[src/rtl/bp_pkg.sv]
// ---------------------------------------------------------------------------
// bp_pkg -- shared branch-predictor types and helpers.
//   ctr2_t       : 2-bit saturating counter encoding (SNT/WNT/WT/ST)
//   CTR_RESET    : counter value after reset or a clear sweep (WNT)
//   pht_state_t  : pattern-history-table control states (IDLE/CLEAR)
//   sat_ctr_next : saturating increment/decrement of a ctr2_t; intended for
//                  reuse by bimodal and tournament tables as well
// ---------------------------------------------------------------------------
package bp_pkg;

   typedef enum logic [1:0] {
      SNT = 2'b00,
      WNT = 2'b01,
      WT  = 2'b10,
      ST  = 2'b11
   } ctr2_t;

   localparam ctr2_t CTR_RESET = WNT;

   typedef enum logic {
      IDLE  = 1'b0,
      CLEAR = 1'b1
   } pht_state_t;

   // Counts toward ST on taken, toward SNT on not-taken; never wraps.
   function automatic ctr2_t sat_ctr_next(input ctr2_t ctr, input logic taken);
      ctr2_t nxt;
      nxt = ctr;
      if (taken) begin
         if (ctr != ST) nxt = ctr2_t'(ctr + 2'd1);
      end else begin
         if (ctr != SNT) nxt = ctr2_t'(ctr - 2'd1);
      end
      return nxt;
   endfunction

endpackage

[src/rtl/gshare_pht.sv]
// ---------------------------------------------------------------------------
// gshare_pht -- gshare pattern history table.
//   A table of 2^INDEX_WIDTH two-bit saturating counters, indexed by
//   PC[INDEX_WIDTH+1:2] XOR global history. Prediction is combinational,
//   training lands one cycle later, and clear_i starts a sweep that resets
//   one entry per cycle.
//
// Ports
//   clk_i, rst_ni      clock; synchronous active-low reset
//   pred_pc_i          fetch PC
//   pred_ghr_i         global history from the GHR
//   pred_taken_o       prediction (counter MSB), forced 0 while sweeping
//   pred_idx_o         hashed index, carried down the pipe to the update
//   update_en_i        resolved conditional branch present
//   update_idx_i       index captured at prediction time
//   br_taken_i         actual branch outcome
//   clear_i            request a full-table clear sweep
//   busy_o             clear sweep in progress
// ---------------------------------------------------------------------------
module gshare_pht
   import bp_pkg::*;
#(
   parameter int PC_WIDTH      = 32,
   parameter int HISTORY_WIDTH = 4,
   parameter int INDEX_WIDTH   = 4
) (
   input  logic                     clk_i,
   input  logic                     rst_ni,
   input  logic [PC_WIDTH-1:0]      pred_pc_i,
   input  logic [HISTORY_WIDTH-1:0] pred_ghr_i,
   output logic                     pred_taken_o,
   output logic [INDEX_WIDTH-1:0]   pred_idx_o,
   input  logic                     update_en_i,
   input  logic [INDEX_WIDTH-1:0]   update_idx_i,
   input  logic                     br_taken_i,
   input  logic                     clear_i,
   output logic                     busy_o
);

   localparam int DEPTH = 1 << INDEX_WIDTH;
   localparam logic [INDEX_WIDTH-1:0] LAST_IDX = {INDEX_WIDTH{1'b1}};

   if (INDEX_WIDTH < HISTORY_WIDTH) begin : g_bad_width
      $error("gshare_pht: INDEX_WIDTH must be >= HISTORY_WIDTH");
   end

   ctr2_t                  table_q [DEPTH];
   pht_state_t             state_q, state_d;
   logic [INDEX_WIDTH-1:0] ptr_q, ptr_d;

   // Single write port, shared by training and the clear sweep.
   logic                   wr_en;
   logic [INDEX_WIDTH-1:0] wr_idx;
   ctr2_t                  wr_val;

   // ------------------------------------------------------------------
   // Lookup
   // ------------------------------------------------------------------
   logic [INDEX_WIDTH-1:0] ghr_ext;
   logic                   unused_pc_bits;

   assign ghr_ext        = INDEX_WIDTH'(pred_ghr_i);
   assign pred_idx_o     = pred_pc_i[INDEX_WIDTH+1:2] ^ ghr_ext;
   assign unused_pc_bits = ^{pred_pc_i[PC_WIDTH-1:INDEX_WIDTH+2], pred_pc_i[1:0]};

   // Entries are half-cleared mid-sweep, so the prediction is suppressed.
   assign pred_taken_o   = (state_q == IDLE) && table_q[pred_idx_o][1];
   assign busy_o         = (state_q == CLEAR);

   // ------------------------------------------------------------------
   // Control: next state and write-select
   // ------------------------------------------------------------------
   always_comb begin
      state_d = state_q;
      ptr_d   = ptr_q;
      wr_en   = 1'b0;
      wr_idx  = '0;
      wr_val  = CTR_RESET;

      unique case (state_q)
         IDLE: begin
            // Training uses the index captured at prediction time, so it
            // hits the same counter even after the GHR has moved on.
            if (update_en_i) begin
               wr_en  = 1'b1;
               wr_idx = update_idx_i;
               wr_val = sat_ctr_next(table_q[update_idx_i], br_taken_i);
            end
            // A same-cycle update has already been applied above.
            if (clear_i) begin
               state_d = CLEAR;
               ptr_d   = '0;
            end
         end
         CLEAR: begin
            // Updates and further clear requests are dropped here.
            wr_en  = 1'b1;
            wr_idx = ptr_q;
            wr_val = CTR_RESET;
            ptr_d  = ptr_q + 1'b1;
            if (ptr_q == LAST_IDX) state_d = IDLE;
         end
         default: begin
            state_d = IDLE;
         end
      endcase
   end

   // ------------------------------------------------------------------
   // State and table
   // ------------------------------------------------------------------
   always_ff @(posedge clk_i) begin
      if (!rst_ni) begin
         state_q <= IDLE;
         ptr_q   <= '0;
         for (int i = 0; i < DEPTH; i++) table_q[i] <= CTR_RESET;
      end else begin
         state_q <= state_d;
         ptr_q   <= ptr_d;
         if (wr_en) table_q[wr_idx] <= wr_val;
      end
   end

endmodule

[config.mk]
export PLATFORM = sky130hd
export DESIGN_NAME = gshare_pht
export DESIGN_NICKNAME = d
export VERILOG_FILES = /design/src/rtl/bp_pkg.sv /design/src/rtl/gshare_pht.sv
export SDC_FILE = /design/constraint.sdc
export NUM_CORES = 1
export LEC_CHECK = 0
export CORE_ASPECT_RATIO = 1.2
export CORE_MARGIN = 1
export CORE_UTILIZATION = 54
export CTS_CLUSTER_SIZE = 20
export DETAILED_ROUTE_END_ITERATION = 6
export HOLD_SLACK_MARGIN = 0.08
export PLACE_DENSITY = 0.81
export SETUP_SLACK_MARGIN = 0.4
export SLEW_MARGIN = 20
export SYNTH_ARGS = -nofsm -noshare
export SYNTH_HDL_FRONTEND = slang
export SYNTH_SLANG_ARGS = --single-unit
export TNS_END_PERCENT = 10
[constraint.sdc]
create_clock -name clk_i -period 4.25 [get_ports clk_i]
set_clock_uncertainty 0.2 [all_clocks]
set_input_delay 0.425 -clock clk_i [delete_from_list [all_inputs] [get_ports clk_i]]
set_output_delay 0.425 -clock clk_i [all_outputs]
set_load 0.01 [all_outputs]
==> flow_metrics.py, run 1 <==
metrics = {
    "synth": {
        "synth_warnings": 0,
        "async_flop_share": 0,
        "synth_top_area_frac": 0.4394,
        "ys_seq_area_frac": 0.4851,
        "syn-cell-area_um2": 2187,
        "ys_ff_latch": 37,
        "synth_top_family_by_area": "simple AND/OR/NAND/NOR gates",
        "synth_cells": 198,
        "ys_top_cells_by_area": "edfxtp_1 (44%), mux4_2 (10%), o21ai_0 (6.2%), dfxtp_1 (4.6%), nand2_1 (3.9%)",
        "synth_fa_ha_area_frac": 0.01602,
        "muxShareOfSynthArea": 0.1436,
        "synth-simple-area-share": 0.2054,
        "avgSynthCellArea_um2": 11.05,
        "yosys.area.top_type": "edfxtp_1",
        "synth-xor-area-share": 0.01602,
        "synth_compound_area_frac": 0.1018,
        "synthesis.nets": 244,
        "synthDistinctLibCells": 39,
        "synth_edf_count": 32,
        "ys.flop_type": "edfxtp_1",
    },
    "floorplan": {
        "die_area_um2": 4310,
        "die_h_um": 71.72,
        "num_io_pins": 51,
        "rows": 24,
        "die_w_um": 60.10,
        "start_util": 0.5827,
        "core_um2": 3754,
    },
    "placed_design": {
        "gp_congestion": 0.8517,
        "hpwl_um": 3644,
        "portBuffers": 22,
        "placed_cells": 264,
    },
    "finish": {
        "drive_gt1_frac": 0.1227,
        "area_delta_synth_final_pct": 14.87,
        "stdcell_count": 272,
        "fin_util": 0.6693,
        "antennaDiodeCount": 0,
        "fin_nets": 265,
        "layout_commonest_cell": "edfxtp_1",
        "mostFrequentLayoutCells": "edfxtp_1 (32), o21ai_0 (27), nand2_1 (23), clkdlybuf4s50_1 (22), nor2_1 (17)",
    },
    "setup_path": {
        "endpoint_kind": "output port",
        "slowest_stage": "mux4_2",
        "cp_cell_sequence": "clkdlybuf4s50_1 -> xor2_1 -> buf_4 -> mux4_2 -> mux4_2 -> and2_1 -> clkdlybuf4s50_1",
        "crit_path_max_incr_delay_ps": 500,
        "worstPathRequired_ps": 3620,
        "startpoint_type": "primary input",
        "path_max_fanout": 5,
        "cp.arrival_ps": 2810,
        "critical_path_class": "in2out",
    },
    "clock_network": {
        "clkLatencyLatePin_ps": 280,
        "cts_tree": "built",
        "clkTransAtPathRegs_ps": 60,
        "cts_hold_buffers": 0,
        "cts_post_setup_buffers_inserted": 0,
        "numCtsBuffers": 5,
        "postCtsResizedCells": 0,
        "clkSinkCount": 37,
        "clockRootBuffer": "clkbuf_8",
        "cts_buffer_depth": 2,
        "h-tree-depth": 2,
    },
    "drt": {
        "drtPass1Iterations": 6,
        "wl_per_cell_um": 18.68,
        "drtIter0Drc": 134,
        "drc": 0,
        "num_vias": 1795,
        "routed_wl_um": 5080,
        "ant_nets": 0,
        "viasPerCell": 6.599,
    },
    "global_route": {
        "grt_usage": 0.2640,
        "first_global_vias": 1733,
        "grt-ovfl-total": 0,
        "grt_pass1_wl_um": 8142,
        "grt_max_degree": 27,
        "grt_antenna_before_repair": 0,
    },
    "sta": {
        "setup_viol": 0,
        "timing.setup.tns_ps": 0,
        "worstMarginPinSlew_ps": 847.2,
        "period_share": 0.8090,
        "rsz0062_at_grt": "false",
        "fmax_mhz": 290.9,
        "period_needed_ps": 3438,
        "hold_viol_final": 0,
        "slew_viol_final": 0,
        "hold_ws_ps": 385.9,
        "relSlewSlack": 0.4334,
    },
    "power": {
        "total_power_mw": 0.7777,
        "power_density_nw_per_um2": 309.5,
        "irDropWorstVdd_mv": 0.1839,
        "power.leakage_nw": 0.7466,
    },
    "status": {
        "outcome": "complete, no violations",
    },
    "job": {
        "cap_violations": 0,
    },
    "worst_hold_path": {
        "hold_path_class": "reg2reg",
    },
}
[flip-flops by register name, summed over array words and instances, names as in the netlist]
signal,count
busy_o,1
ptr_q,4
table_q,32
[logic make-up after synthesis]
group           after synthesis
compound gates               39
fa+ha+maj                     3
simple gates                 87
xor+xnor                      4
buf+inv                      14
flops                        37
mux                          14
[path summary, 6_finish.rpt]
check	start	end	slack (ps)	cells past startpoint
setup / recovery	pred_pc_i[2]	pred_taken_o	810	7
setup reg to reg	busy_o$_SDFF_PN0_	table_q[1][1]$_SDFFCE_PN0P_	1560	4
hold reg to reg	ptr_q[1]$_SDFFE_PN0P_	ptr_q[3]$_SDFFE_PN0P_	390	2
hold / removal	ptr_q[1]$_SDFFE_PN0P_	ptr_q[3]$_SDFFE_PN0P_	390	2
[synth_stat cells (2+ instances only)]
master,count
and2_1,2
a31oi_1,3
maj3_2,2
xor2_1,4
and2b_1,2
nand4_1,2
inv_1,4
edfxtp_1,32
nand3b_1,4
nor3_2,2
o21ai_0,27
buf_6,2
nor2b_1,5
nand2_1,23
nor3_1,12
or2_2,4
buf_2,2
dfxtp_1,5
nand3_1,7
nor4_1,3
nor2_1,17
mux4_2,10
clkbuf_1,6
mux4_1,3
[routing by layer]
layer	vias up	routed length, um	global-route usage	share of wire
met3	19	442	0.05054	0.087
li1	795	-	-	-
met1	850	1748	0.3015	0.34
met2	131	2768	0.4593	0.54
met5	-	0	0	0
met4	0	121	0.1344	0.024
[worst max-delay path, delay by kind of cell]
family / cells / cell delay, ps
multiplexers: 2 / 960
AND/OR/NAND/NOR: 1 / 160
buffers and inverters: 3 / 1120
XOR/XNOR: 1 / 150
[report_power, final]
group	internal [mW]	switching, mW
Clock	0.114	0.112
Combinational	0.0640	0.0735
Sequential	0.403	0.0103
[area by class of cell]
cell class | count | area (um2)
fill | 296 | 1241
clock inverter | 1 | 3.754
inverter | 4 | 15.01
tap | 52 | 65.06
multi-input combinational | 147 | 1056
clock buffer | 7 | 76.32
sequential | 37 | 1061
timing repair buffer | 24 | 235.2
[per-stage QoR]
step / worst slack (ps) / area (um2)
after floorplan: 1450 / 2187
final: 811.9 / 2512
after detailed placement: 694.9 / 2432
after global placement: 797.3 / 2432
after global routing: 718.5 / 2512
after CTS: 806.9 / 2512
Note: power is estimated with default switching activity, not from simulation.
==> run 2, diff against run 1 <==
- CORE_UTILIZATION: 54 -> 45
- PLACE_DENSITY: 0.81 -> 0.72
- clock period: 4.25 -> 2.9 ns (I/O delays scaled with it)
==> run 2 against run 1 <==
  * Die area up 19%
  * Register-to-register slack worse by 900 ps
  * Design area up 5.9%
  * Critical path depth unchanged
  * Worst setup slack worse by 390 ps
  * Worst hold slack worse by 7.4 ps
  * Largest cell class is now multi-input gates
==> flow_metrics.py, run 2 (synthesis gave the netlist of run 1 again) <==
metrics = {
    "global_route": {
        "grt_antenna_before_repair": 0,
        "grt_max_degree": 27,
        "grt-ovfl-total": 0,
        "grt_pass1_wl_um": 8059,
        "first_global_vias": 1661,
        "grt_usage": 0.2162,
    },
    "clock_network": {
        "cts_hold_buffers": 0,
        "h-tree-depth": 2,
        "cts_post_setup_buffers_inserted": 0,
        "clkSinkCount": 37,
        "cts_buffer_depth": 2,
        "clkTransAtPathRegs_ps": 70,
        "cts_tree": "built",
        "clkLatencyLatePin_ps": 290,
        "clockRootBuffer": "clkbuf_8",
        "numCtsBuffers": 5,
    },
    "worst_hold_path": {
        "hold_start": "ptr_q[3]$_SDFFE_PN0P_",
        "holdPathEnd": "ptr_q[3]$_SDFFE_PN0P_",
        "hold_path_class": "reg2reg",
        "min_path_cells": 2,
    },
    "floorplan": {
        "rows": 27,
        "num_io_pins": 51,
        "die_area_um2": 5144,
        "core_um2": 4628,
        "die_w_um": 65.64,
        "die_h_um": 78.37,
        "start_util": 0.4726,
    },
    "power": {
        "p_seq_frac": 0.475,
        "power_frac_comb": 0.182,
        "p_sw_mw": 0.3121,
        "power_frac_clock": 0.343,
        "p_sw_frac": 0.2448,
        "power.leakage_nw": 0.8371,
        "power_density_nw_per_um2": 479.3,
        "internal-power_mw": 0.9627,
        "irDropWorstVdd_mv": 0.3044,
    },
    "drt": {
        "wl_per_cell_um": 17.26,
        "drtPass1Iterations": 4,
        "drtIter0Drc": 88,
        "num_vias": 1733,
        "viasPerCell": 5.976,
        "routed_wl_um": 5004,
        "drc": 0,
        "ant_nets": 0,
    },
    "setup_path": {
        "cp.arrival_ps": 2380,
        "worstReg2RegStart": "table_q[1][1]$_SDFFCE_PN0P_",
        "worstSetupStartpoint": "update_idx_i[2]",
        "crit_path_max_incr_delay_ps": 750,
        "startpoint_type": "primary input",
        "path_max_fanout": 12,
        "slowest_stage": "clkdlybuf4s50_1",
        "cp_cell_sequence": "clkdlybuf4s50_1 -> mux4_2 -> nand2_1 -> and4_4 -> maj3_2 -> buf_12 -> nor4_1",
        "reg2reg_slack_ps": 660,
        "critical_path_class": "in2reg",
        "endpoint_kind": "register",
        "r2r.worst_path.cells": 6,
        "worstPathRequired_ps": 2800,
        "r2r_end": "table_q[3][1]$_SDFFCE_PN0P_",
    },
    "sta": {
        "setup_viol": 0,
        "slew_viol_final": 0,
        "relSlewSlack": 0.6172,
        "finalWorstSetupSlack_ps": 418.0,
        "period_share": 0.8559,
        "period_needed_ps": 2482,
        "worstMarginPinSlew_ps": 572.3,
        "fmax_mhz": 402.9,
        "hold_viol_final": 0,
        "rsz0062_at_grt": "true",
    },
    "finish": {
        "fin_nets": 277,
        "layout_commonest_cell": "edfxtp_1",
        "top_register": "table_q",
        "final_area_um2": 2660,
        "drive_gt1_frac": 0.2026,
        "antennaDiodeCount": 0,
        "mostFrequentLayoutCells": "edfxtp_1 (32), o21ai_0 (27), nand2_1 (23), nor2_1 (17), clkdlybuf4s50_1 (16)",
        "area_delta_synth_final_pct": 21.62,
        "largest_reg_flops": 32,
    },
    "placed_design": {
        "portBuffers": 22,
        "gp_congestion": 0.8331,
        "hpwl_um": 3779,
        "post_dp_cell_area_um2": 2562,
        "pre_cts_slack_ps": -326.0,
    },
    "job": {
        "cap_violations": 0,
    },
    "status": {
        "outcome": "complete, no violations",
    },
}
==> run 2: cell count changes in the layout (fill, tap and decap cells not counted), sizes merged <==
cell and delta:
buf +13, clkdlybuf4s50 -6, clkbuf +1, bufinv +1, dlygate4sd2 +3
==> run 2: through the flow <==
| stage | hold slack (ps) | cells | utilization | total power [mW] | setup TNS, ps |
|---|---|---|---|---|---|
| finish | 378.5 | 290 | 0.5748 | 1.275 | 0 |
| CTS | 382.9 | 290 | 0.5745 | 1.279 | 0 |
| floorplan | 232.3 | 198 | - | 0.7414 | 0 |
| global route | 425.5 | 290 | 0.5748 | 1.322 | 0 |
| global placement | 356.1 | 282 | 0.5537 | 0.8456 | -365.4 |
| detailed placement | 368.6 | 282 | 0.5537 | 0.8521 | -360.8 |
==> run 2: layout make-up <==
| type | count | area [um2] |
|---|---|---|
| clock buffers | 6 | 72.57 |
| clock inverters | 2 | 33.78 |
| fillers | 408 | 1968 |
| inverters | 4 | 15.01 |
| multi-input cells | 147 | 1072 |
| flip-flops and latches | 37 | 1062 |
| well taps | 58 | 72.57 |
| repair buffers | 36 | 331.6 |
==> run 2: critical path: cells and delay by family <==
family                     cells  cell delay [ps]
adders and majority gates      1              350
and+or+nand+nor                3              510
muxes                          1              300
buffers and inverters          2              910
==> run 2: what timing repair did <==
action | in CTS | in global routing
endpoints found under the setup margin | 35 | 36
pin swaps | 3 | 1
gates resized for setup | 10 | 6
==> run 2: worst max-delay path by stage <==
stage                                   end  depth (start not counted)  slack [ps]
2_1_floorplan                  pred_taken_o                          4         570
3_3_place_gp                   pred_taken_o                          7        -280
3_5_place_dp                   pred_taken_o                          7        -330
4_1_cts                        pred_taken_o                          7         290
5_1_grt         table_q[2][1]$_SDFFCE_PN0P_                          7         340
6_report       table_q[14][1]$_SDFFCE_PN0P_                          7         420
==> run 2: routing by layer <==
metal | share of wire | track usage | vias up
met5 | 0 | 0 | -
met4 | 0.035 | 0.1130 | 0
met3 | 0.064 | 0.04215 | 14
met2 | 0.51 | 0.3633 | 72
met1 | 0.40 | 0.2570 | 821
li1 | - | - | 826
==> run 2: power groups by stage <==
stage	registers, mW	clock network [mW]	logic [mW]
after floorplan	0.609	0	0.132
after global placement	0.616	0	0.229
after detailed placement	0.617	0	0.235
after CTS	0.605	0.442	0.231
final	0.606	0.437	0.232
after global routing	0.608	0.464	0.250
